===== src/rtl/cpu_pkg.sv =====
// Shared CPU definitions: ALU control codes, R-type functs
// and the MULTU sequencer state type.
package cpu_pkg;

  localparam logic [2:0] ALU_AND   = 3'b000;
  localparam logic [2:0] ALU_OR    = 3'b001;
  localparam logic [2:0] ALU_ADD   = 3'b010;
  localparam logic [2:0] ALU_MULTU = 3'b100;
  localparam logic [2:0] ALU_SUB   = 3'b110;
  localparam logic [2:0] ALU_SLT   = 3'b111;

  localparam logic [5:0] FUNCT_MULTU = 6'b011001;

  typedef enum logic [1:0] {
    IDLE,
    RUN,
    DONE
  } multu_state_t;

  // Retire width must be a small power of two that tiles the operand.
  function automatic bit bpc_ok(input int w, input int k);
    return (k == 1 || k == 2 || k == 4 || k == 8)
        && (k < w) && (w % k == 0);
  endfunction

endpackage


===== src/rtl/mul_step.sv =====
// One shift-add step: upper half plus mcand times a
// k-bit multiplier chunk, kept wide enough for the carry.
module mul_step #(
  parameter int WIDTH = 32,
  parameter int K     = 1
) (
  input  logic [WIDTH-1:0]   acc_upper,
  input  logic [WIDTH-1:0]   mcand,
  input  logic [K-1:0]       chunk,
  output logic [WIDTH+K-1:0] sum
);

  localparam int SW = WIDTH + K;

  assign sum = SW'(acc_upper) + SW'(mcand) * SW'(chunk);

endmodule


===== src/rtl/multu_unit.sv =====
// Iterative unsigned multiplier with HI/LO result registers;
// stalls the pipeline while the product is formed.
module multu_unit
  import cpu_pkg::*;
#(
  parameter int WIDTH          = 32,
  parameter int BITS_PER_CYCLE = 1
) (
  input  logic             clk,
  input  logic             reset,
  input  logic             start,
  input  logic [WIDTH-1:0] a,
  input  logic [WIDTH-1:0] b,
  output logic             stall,
  output logic             busy,
  output logic             done,
  output logic [WIDTH-1:0] hi,
  output logic [WIDTH-1:0] lo
);

  localparam int K     = BITS_PER_CYCLE;
  localparam int ITERS = WIDTH / K;
  localparam int CW    = (ITERS > 1) ? $clog2(ITERS) : 1;
  localparam logic [CW-1:0] LAST = CW'(ITERS - 1);

  generate
    if (!bpc_ok(WIDTH, K)) begin : g_bad_bpc
      $error("multu_unit: illegal BITS_PER_CYCLE");
    end
  endgenerate

  multu_state_t         state;
  logic [CW-1:0]        count;
  logic [WIDTH-1:0]     mcand;
  logic [2*WIDTH-1:0]   acc;
  logic [2*WIDTH-1:0]   acc_nxt;
  logic [WIDTH+K-1:0]   upper;

  mul_step #(
    .WIDTH (WIDTH),
    .K     (K)
  ) u_step (
    .acc_upper (acc[2*WIDTH-1:WIDTH]),
    .mcand     (mcand),
    .chunk     (acc[K-1:0]),
    .sum       (upper)
  );

  // Consumed multiplier bits fall off the bottom as the sum enters the top.
  assign acc_nxt = {upper, acc[WIDTH-1:K]};

  assign stall = ((state == IDLE) && start) || busy;

  always_ff @(posedge clk) begin
    if (reset) begin
      state <= IDLE;
      count <= '0;
      mcand <= '0;
      acc   <= '0;
      hi    <= '0;
      lo    <= '0;
      busy  <= 1'b0;
      done  <= 1'b0;
    end else begin
      done <= 1'b0;
      unique case (state)
        IDLE: begin
          if (start) begin
            mcand <= a;
            acc   <= {{WIDTH{1'b0}}, b};
            count <= '0;
            busy  <= 1'b1;
            state <= RUN;
          end
        end
        RUN: begin
          acc   <= acc_nxt;
          count <= count + 1'b1;
          if (count == LAST) begin
            hi    <= acc_nxt[2*WIDTH-1:WIDTH];
            lo    <= acc_nxt[WIDTH-1:0];
            busy  <= 1'b0;
            done  <= 1'b1;
            state <= DONE;
          end
        end
        // The MULTU is still being decoded here; never retrigger.
        DONE: state <= IDLE;
        default: state <= IDLE;
      endcase
    end
  end

endmodule


===== config.mk =====
export PLATFORM = sky130hd
export DESIGN_NAME = multu_unit
export DESIGN_NICKNAME = d
export VERILOG_FILES = /design/src/rtl/cpu_pkg.sv /design/src/rtl/mul_step.sv /design/src/rtl/multu_unit.sv
export SDC_FILE = /design/constraint.sdc
export NUM_CORES = 1
export LEC_CHECK = 0
export ABC_AREA = 1
export ABC_CLOCK_PERIOD_IN_PS = 6500
export CAP_MARGIN = 20
export CORE_MARGIN = 5
export CORE_UTILIZATION = 25
export CTS_CLUSTER_DIAMETER = 30
export DETAILED_ROUTE_END_ITERATION = 7
export GPL_TIMING_DRIVEN = 0
export SYNTH_ARGS = -nofsm -noshare
export SYNTH_HDL_FRONTEND = slang
export SYNTH_SLANG_ARGS = --single-unit
export TNS_END_PERCENT = 20

===== constraint.sdc =====
create_clock -name clk -period 6.5 [get_ports clk]
set_input_delay 0.975 -clock clk [delete_from_list [all_inputs] [get_ports clk]]
set_output_delay 0.975 -clock clk [all_outputs]
set_load 0.02 [all_outputs]

==> qor.csv, run 1 <==
stage;metric;value;unit
flow_run;max-capacitance violation count;0;
placement;Worst Setup Slack post-DPL;2.799;ns
cts;CTS tree;done;
setup_path;CP max stage delay;0.59;ns
timing;Final Hold Vio Count;0;
cts;clock latency at the later pin of the worst-skew pair;0.43;ns
cts;clock transition at the registers of the reported paths;0.08;ns
grt;vias in the first global route;8236;
route;Routed WL per cell;14.80;um
timing;TNS Setup;0;ns
synthesis;Avg Cell Area, Syn;6.748;um2
synthesis;syn_nets;1368;
final_layout;layout cells sized above 1;5.455;%
pwr;Pint;1706;uW
pwr;Worst VDD drop;0.2278;mV
setup_path;CP endpoint;stall;
synthesis;Netlist cell types;34;
route;detailed-route DRC error count;0;
setup_path;Setup crit start;start;
route;Vias/cell;4.436;
die;core area;33620;um2
synthesis;Synth Warn #;0;
synthesis;Yosys reg bits;169;
pwr;Sw Share;27.22;%
cts;Gates resized, CTS repair;0;
synthesis;register area share after synthesis;39.60;%
pwr;switching power total;637.9;uW
placement;routability congestion estimate;0.9185;
die;width of the die;194.9;um
synthesis;Yosys top cell by area;dfxtp_1;
timing;RSZ-0062 raised after global routing;false;
die;Die Area;37970;um2
synthesis;synthesized cell area;8543;um2
die;row count;67;
pwr;Lkg Pwr;0.005085;uW
pwr;sequential share of power;46.4;%
synthesis;share of the synthesized area in the top cell type;39.60;%
grt;Global Route Usage Sum;14.42;%
pwr;PD cells;212.7;nW/um2
setup_path;CP Max Fanout;10;
cts;Post-CTS Setup Bufs;0;
timing;Worst slew margin;45.42;%
die;Die H;194.9;um
cts;clk buf depth;2;
hold_path;Hold Crit Class;reg -> reg;
cts;Clock Tree Root;clkbuf_16;
route;Post-Route WL;27800;um
grt;largest net degree at the start of global routing;18;
timing;Least-Margin Pin Slew;0.8187;ns
route;antenna viol nets, final;0;
timing;FMAX;274.8;MHz
route;via count;8331;
route;DRT Pass-1 Iters;5;
timing;Final period util;55.99;%
cts;H-tree depth;4;
setup_path;reg2reg path depth;12;
die;Starting Density;25.41;%
pwr;Clock Power Share;44.1;%
setup_path;WP data required;5.52;ns
outcome;status;finished clean;
timing;Setup WS post-layout;2.861;ns
die;Ports;134;
cts;CTS hold repair buffers;0;
cts;clk sinks;169;
timing;post-layout min period;3.639;ns
setup_path;R2R Path Start;acc[0]$_SDFFE_PP0P_;
route;Iter 0 DRT Violations;467;
synthesis;Mapped Cells;1266;
grt;initial antenna violation count;3;
setup_path;most used cell, CP;clkdlybuf4s50_1;
placement;Post-DP HPWL;22270;um
setup_path;capture point of the worst reg-to-reg path;acc[43]$_SDFFE_PP0P_;
placement;I/O Buffers;132;
timing;Max Clock Skew;0.01122;ns
setup_path;critical-path cell list;clkdlybuf4s50_1 > nand2_2 > clkbuf_1 > nand2_1 > clkdlybuf4s50_1;
setup_path;CP endpoint kind;output pin;
setup_path;CP startpoint kind;input pin;
setup_path;critical path arrival;2.66;ns
final_layout;nets@finish;1519;
pwr;combinational power share;9.5;%
setup_path;Crit-path slowest cell;clkdlybuf4s50_1;
setup_path;Setup CP Type;in -> out;
setup_path;reg2reg setup slack;3.61;ns
final_layout;Layout Area Growth over Synthesis;28.97;%
synthesis;ranking of synthesized cells by area;dfxtp_1 40%, nand2_1 18%, inv_1 7.5%, nor2_1 6.6%, ha_1 5.0%;
grt;grt ovf;0;
final_layout;antenna fix cells;0;
cts;TritonCTS Buffers;17;
timing;Slew Viols, Final;0;
grt;first-pass GRT wire length;43940;um
timing;final setup fails;0;
## power groups by stage
stage / Combinational, uW / Clock, uW / Sequential [uW]
CTS: 225 / 1050 / 1090
floorplan: 126 / 0 / 1110
global placement: 223 / 0 / 1110
detailed placement: 225 / 0 / 1110
global route: 248 / 1090 / 1090
finish: 223 / 1030 / 1090
## synth_stat cells
library cell	n
buf_2	20
a21oi_1	58
o21ai_2	10
nor2_8	1
a22o_1	19
nand3b_1	4
xnor2_1	10
nor3_1	6
nor2_4	1
or2_2	3
a21o_1	1
ha_1	34
a31oi_1	13
buf_4	1
or2_1	8
buf_1	3
o21ai_0	49
xor2_1	4
buf_6	1
o21bai_1	3
nand4_1	4
nor2_1	151
nand3_1	58
inv_1	170
a221oi_1	20
nor2_2	2
nand3_2	4
dfxtp_1	169
fa_1	1
clkbuf_1	26
inv_2	4
nand2_1	402
nand2_2	1
o21ai_1	5
## per-stage QoR
step / power (uW) / instances / util (%) / hold slack, ns / instance area [um2]
2_1_floorplan: 1233 / 1266 / - / 0.4433 / 8543
3_3_place_gp: 1334 / 1846 / 31.01 / 0.4405 / 10430
3_5_place_dp: 1337 / 1846 / 31.01 / 0.4438 / 10430
4_1_cts: 2362 / 1878 / 32.78 / 0.4572 / 11020
5_1_grt: 2430 / 1878 / 32.78 / 0.4756 / 11020
6_report: 2344 / 1878 / 32.78 / 0.4519 / 11020
## logic make-up (layout without fill, tap and decap cells)
logic type	count (synthesis)	count (layout)	share of synthesized area [%]
AND/OR/NAND/NOR	645	645	30.55
buffers and inverters	225	389	10.31
flip-flops	169	169	39.60
XOR/XNOR	14	14	1.435
AO/OA/AOI/OAI	178	178	12.89
adder cells (fa/ha/maj)	35	35	5.214
## worst max-delay path, delay by kind of cell
| family | cells | cell delay [ns] |
|---|---|---|
| buf+inv | 3 | 1.40 |
| simple gates | 2 | 0.29 |
## state kept, by name, summed over array words and instances, names as in the netlist
signal and flops:
acc 64, busy 1, count 5, done 1, hi 32, lo 32
mcand 32, state 2
## area by class of cell
| cell class | count | area [um2] |
|---|---|---|
| fillers | 3608 | 22600 |
| multi-input cells | 872 | 4279 |
| flip-flops and latches | 169 | 3383 |
| repair buffers | 132 | 1321 |
| inverters | 174 | 653.1 |
| well taps | 448 | 560.5 |
| clock buffers | 19 | 432.9 |
| plain buffers | 51 | 227.7 |
| clock inverters | 13 | 160.2 |
## cells in the final DEF, fill, tap and decap left out, types with 10 or more instances in the layout
cell / n
nand3_1: 58
ha_1: 34
o21ai_2: 10
a31oi_1: 13
a221oi_1: 20
buf_2: 20
a21oi_1: 58
nor2_1: 151
dfxtp_1: 169
inv_1: 170
a22o_1: 19
clkdlybuf4s50_1: 132
nand2_1: 402
xnor2_1: 10
o21ai_0: 49
clkbuf_16: 17
clkbuf_1: 28
## per-layer routing
metal / up-vias / GRT usage, % / part of all wire [%]
li1: 4296 / - / -
met1: 3787 / 18.44 / 46
met2: 205 / 24.64 / 46
met3: 37 / 3.238 / 5.8
met4: 6 / 3.750 / 1.6
met5: - / 0 / 0.10
## how the worst min path moves through the flow
stage	startpoint	end	slack, ns	cells past startpoint
2_1_floorplan	count[3]$_SDFFE_PP0P_	count[3]$_SDFFE_PP0P_	0.44	2
3_3_place_gp	hi[20]$_SDFFE_PP0P_	hi[20]$_SDFFE_PP0P_	0.44	2
3_5_place_dp	hi[24]$_SDFFE_PP0P_	hi[24]$_SDFFE_PP0P_	0.44	2
4_1_cts	hi[24]$_SDFFE_PP0P_	hi[24]$_SDFFE_PP0P_	0.46	2
5_1_grt	hi[25]$_SDFFE_PP0P_	hi[25]$_SDFFE_PP0P_	0.48	2
6_report	hi[24]$_SDFFE_PP0P_	hi[24]$_SDFFE_PP0P_	0.45	2
Power figures use the tool's default switching activity.
==> inputs of run 2 (changes only) <==
--- a/config.mk
+++ b/config.mk
@@ -6,7 +6,7 @@
 export NUM_CORES = 1
 export LEC_CHECK = 0
 export ABC_AREA = 1
-export ABC_CLOCK_PERIOD_IN_PS = 6500
+export ABC_CLOCK_PERIOD_IN_PS = 3100
 export CAP_MARGIN = 20
 export CORE_MARGIN = 5
 export CORE_UTILIZATION = 25
==> constraint.sdc (replaced) <==
create_clock -name clk -period 3.1 [get_ports clk]
set_input_delay 0.465 -clock clk [delete_from_list [all_inputs] [get_ports clk]]
set_output_delay 0.465 -clock clk [all_outputs]
set_load 0.02 [all_outputs]
==> run 2 against run 1 <==
Critical path depth is 8 higher. Combinational power is 110% higher. Die area stayed put. Clock power is 110% higher. Count of clock-buffer cells in the layout stayed put. First-iteration DRC count is 0.86% higher. Via count hardly changed. Critical endpoint is now acc[60]$_SDFFE_PP0P_. Largest power group unchanged.
==> qor.csv, run 2 (synthesis gave the netlist of run 1 again) <==
stage;metric;value;unit;change
outcome;status;finished clean;;
setup_path;delay-heaviest family, CP;buffers and inverters;;
hold_path;Hold Crit Class;reg -> reg;;
setup_path;CP endpoint kind;flip-flop;;
final_layout;Top reg by flops;acc;;
hold_path;Hold Path Origin;hi[24]$_SDFFE_PP0P_;;
die;row count;67;;unchanged
setup_path;CP startpoint kind;flip-flop;;
setup_path;R2R Path Start;acc[0]$_SDFFE_PP0P_;;
placement;Post-DP HPWL;22270;um;unchanged
timing;FMAX;359.0;MHz;
setup_path;CP Max Fanout;10;;unchanged
timing;Worst slew margin;46.00;%;+0.58 points
timing;RSZ-0062 raised after global routing;false;;
placement;routability congestion estimate;0.9185;;unchanged
cts;clock transition at the registers of the reported paths;0.08;ns;about the same
timing;post-layout min period;2.786;ns;
grt;Global Route Usage Sum;14.42;%;unchanged
die;Die Area;37970;um2;unchanged
route;Post-Route WL;27820;um;about the same
timing;Final period util;89.86;%;
die;Die H;194.9;um;unchanged
setup_path;CP max stage delay;0.41;ns;-0.18 ns
route;Vias/cell;4.438;;about the same
final_layout;antenna fix cells;0;;unchanged
cts;TritonCTS Buffers;17;;unchanged
final_layout;layout cells sized above 1;5.594;%;+0.14 points
pwr;sequential share of power;46.5;%;about the same
setup_path;Setup crit start;acc[0]$_SDFFE_PP0P_;;
setup_path;critical path arrival;3.08;ns;+0.42 ns
timing;Setup WS post-layout;0.3143;ns;-2.546 ns
timing;final setup fails;0;;unchanged
route;Routed WL per cell;14.81;um;about the same
pwr;Lkg Pwr;0.005092;uW;+0.13%
pwr;Clock Power Share;44.0;%;about the same
route;Iter 0 DRT Violations;471;;+0.86%
pwr;combinational power share;9.5;%;about the same
die;width of the die;194.9;um;unchanged
die;Starting Density;25.41;%;unchanged
placement;Post-DP Area;10430;um2;unchanged
route;detailed-route DRC error count;0;;unchanged
timing;Slew Viols, Final;0;;unchanged
die;Ports;134;;unchanged
pwr;switching power total;1336;uW;+110%
cts;Clock Tree Root;clkbuf_16;;
timing;Final Hold Vio Count;0;;unchanged
pwr;Pint;3577;uW;+110%
final_layout;Final Cell Area;11020;um2;about the same
placement;DP Cell Count;1846;;unchanged
setup_path;Crit-path slowest cell;clkbuf_1;;
route;via count;8335;;+0.048%
cts;clk buf depth;2;;unchanged
final_layout;nets@finish;1519;;unchanged
grt;largest net degree at the start of global routing;18;;unchanged
setup_path;Setup CP Type;reg -> reg;;
placement;Worst Setup Slack post-DPL;0.2244;ns;-2.575 ns
route;antenna viol nets, final;0;;unchanged
grt;vias in the first global route;8236;;unchanged
final_layout;non-filler cells in the finished layout;1878;;unchanged
cts;CTS tree;done;;
cts;CTS hold repair buffers;0;;unchanged
grt;initial antenna violation count;3;;unchanged
cts;clock latency at the later pin of the worst-skew pair;0.43;ns;about the same
final_layout;Layout Area Growth over Synthesis;29.00;%;about the same
cts;clk sinks;169;;unchanged
setup_path;worst path bufs/invs;4;;+1
placement;I/O Buffers;132;;unchanged
grt;grt ovf;0;;unchanged
timing;TNS Setup;0;ns;unchanged
final_layout;commonest non-fill, non-tap cells in the layout;402 x nand2_1, 170 x inv_1, 169 x dfxtp_1, 151 x nor2_1, 132 x clkdlybuf4s50_1;;
die;core area;33620;um2;unchanged
cts;H-tree depth;4;;unchanged
pwr;PD cells;445.8;nW/um2;+110%
final_layout;commonest non-fill, non-tap cell in the layout;nand2_1;;
timing;Max Clock Skew;0.01186;ns;+0.0006402 ns
setup_path;WP data required;3.39;ns;-2.13 ns
timing;Least-Margin Pin Slew;0.8100;ns;-0.008658 ns
final_layout;Fill cells;3608;;unchanged
flow_run;max-capacitance violation count;0;;unchanged
final_layout;max reg flops;64;;unchanged
pwr;Sw Share;27.19;%;-0.032 points
setup_path;critical-path cell list;clkbuf_1 > clkbuf_1 > nand2_1 > inv_1 > ha_1 > nand2_1 > inv_1 > a21oi_1 > nand2_1 > a21oi_1 > nand3_1 > nand3_1 > a21oi_1;;
pwr;Worst VDD drop;0.4772;mV;+110%
grt;first-pass GRT wire length;43940;um;unchanged
route;DRT Pass-1 Iters;4;;-1
## run 2: power by group through the flow
stage               logic (uW)  clock network [uW]  registers [uW]
floorplan                  264                   0            2320
global placement           468                   0            2330
detailed placement         471                   0            2330
CTS                        473                2200            2280
global route               519                2290            2290
finish                     467                2160            2280
## run 2: what timing repair did
item	CTS	global route
setup endpoints to repair	0	8
setup buffers	0	0
resized for setup	0	4
## run 2: worst register-to-register path, stage by stage (launching register included)
cell and delay (ns):
dfxtp_1 0.30, clkbuf_1 0.33, clkbuf_1 0.41, nand2_1 0.10, inv_1 0.11, ha_1 0.29
nand2_1 0.17, inv_1 0.06, a21oi_1 0.13, nand2_1 0.11, a21oi_1 0.31, nand3_1 0.16
nand3_1 0.11, a21oi_1 0.07
## run 2: worst paths after layout
path	endpoint	slack, ns	cells past startpoint
max	acc[60]$_SDFFE_PP0P_	0.31	13
min	hi[24]$_SDFFE_PP0P_	0.45	2
max reg2reg	acc[60]$_SDFFE_PP0P_	0.31	13
min reg2reg	hi[24]$_SDFFE_PP0P_	0.45	2
## run 2: per-stage QoR
| step | util (%) | hold slack, ns | total power (uW) |
|---|---|---|---|
| after floorplan | - | 0.4433 | 2586 |
| after global placement | 31.01 | 0.4405 | 2798 |
| after detailed placement | 31.01 | 0.4438 | 2803 |
| after CTS | 32.78 | 0.4572 | 4952 |
| after global routing | 32.78 | 0.4756 | 5095 |
| final | 32.78 | 0.4519 | 4913 |
## run 2: metal layers
layer | GRT usage (%) | wire [um]
met5 | 0 | 28
met4 | 3.750 | 433
met3 | 3.238 | 1754
met2 | 24.64 | 12850
met1 | 18.44 | 12750
## run 2: layout make-up
type,instances,area [um2],area share (%)
flip-flops and latches,169,3383,30.70
well taps,448,560.5,5.086
repair buffers,132,1321,11.99
clock buffers,19,432.9,3.928
multi-input cells,872,4279,38.83
inverters,174,653.1,5.926
plain buffers,51,230.2,2.089
clock inverters,13,160.2,1.453
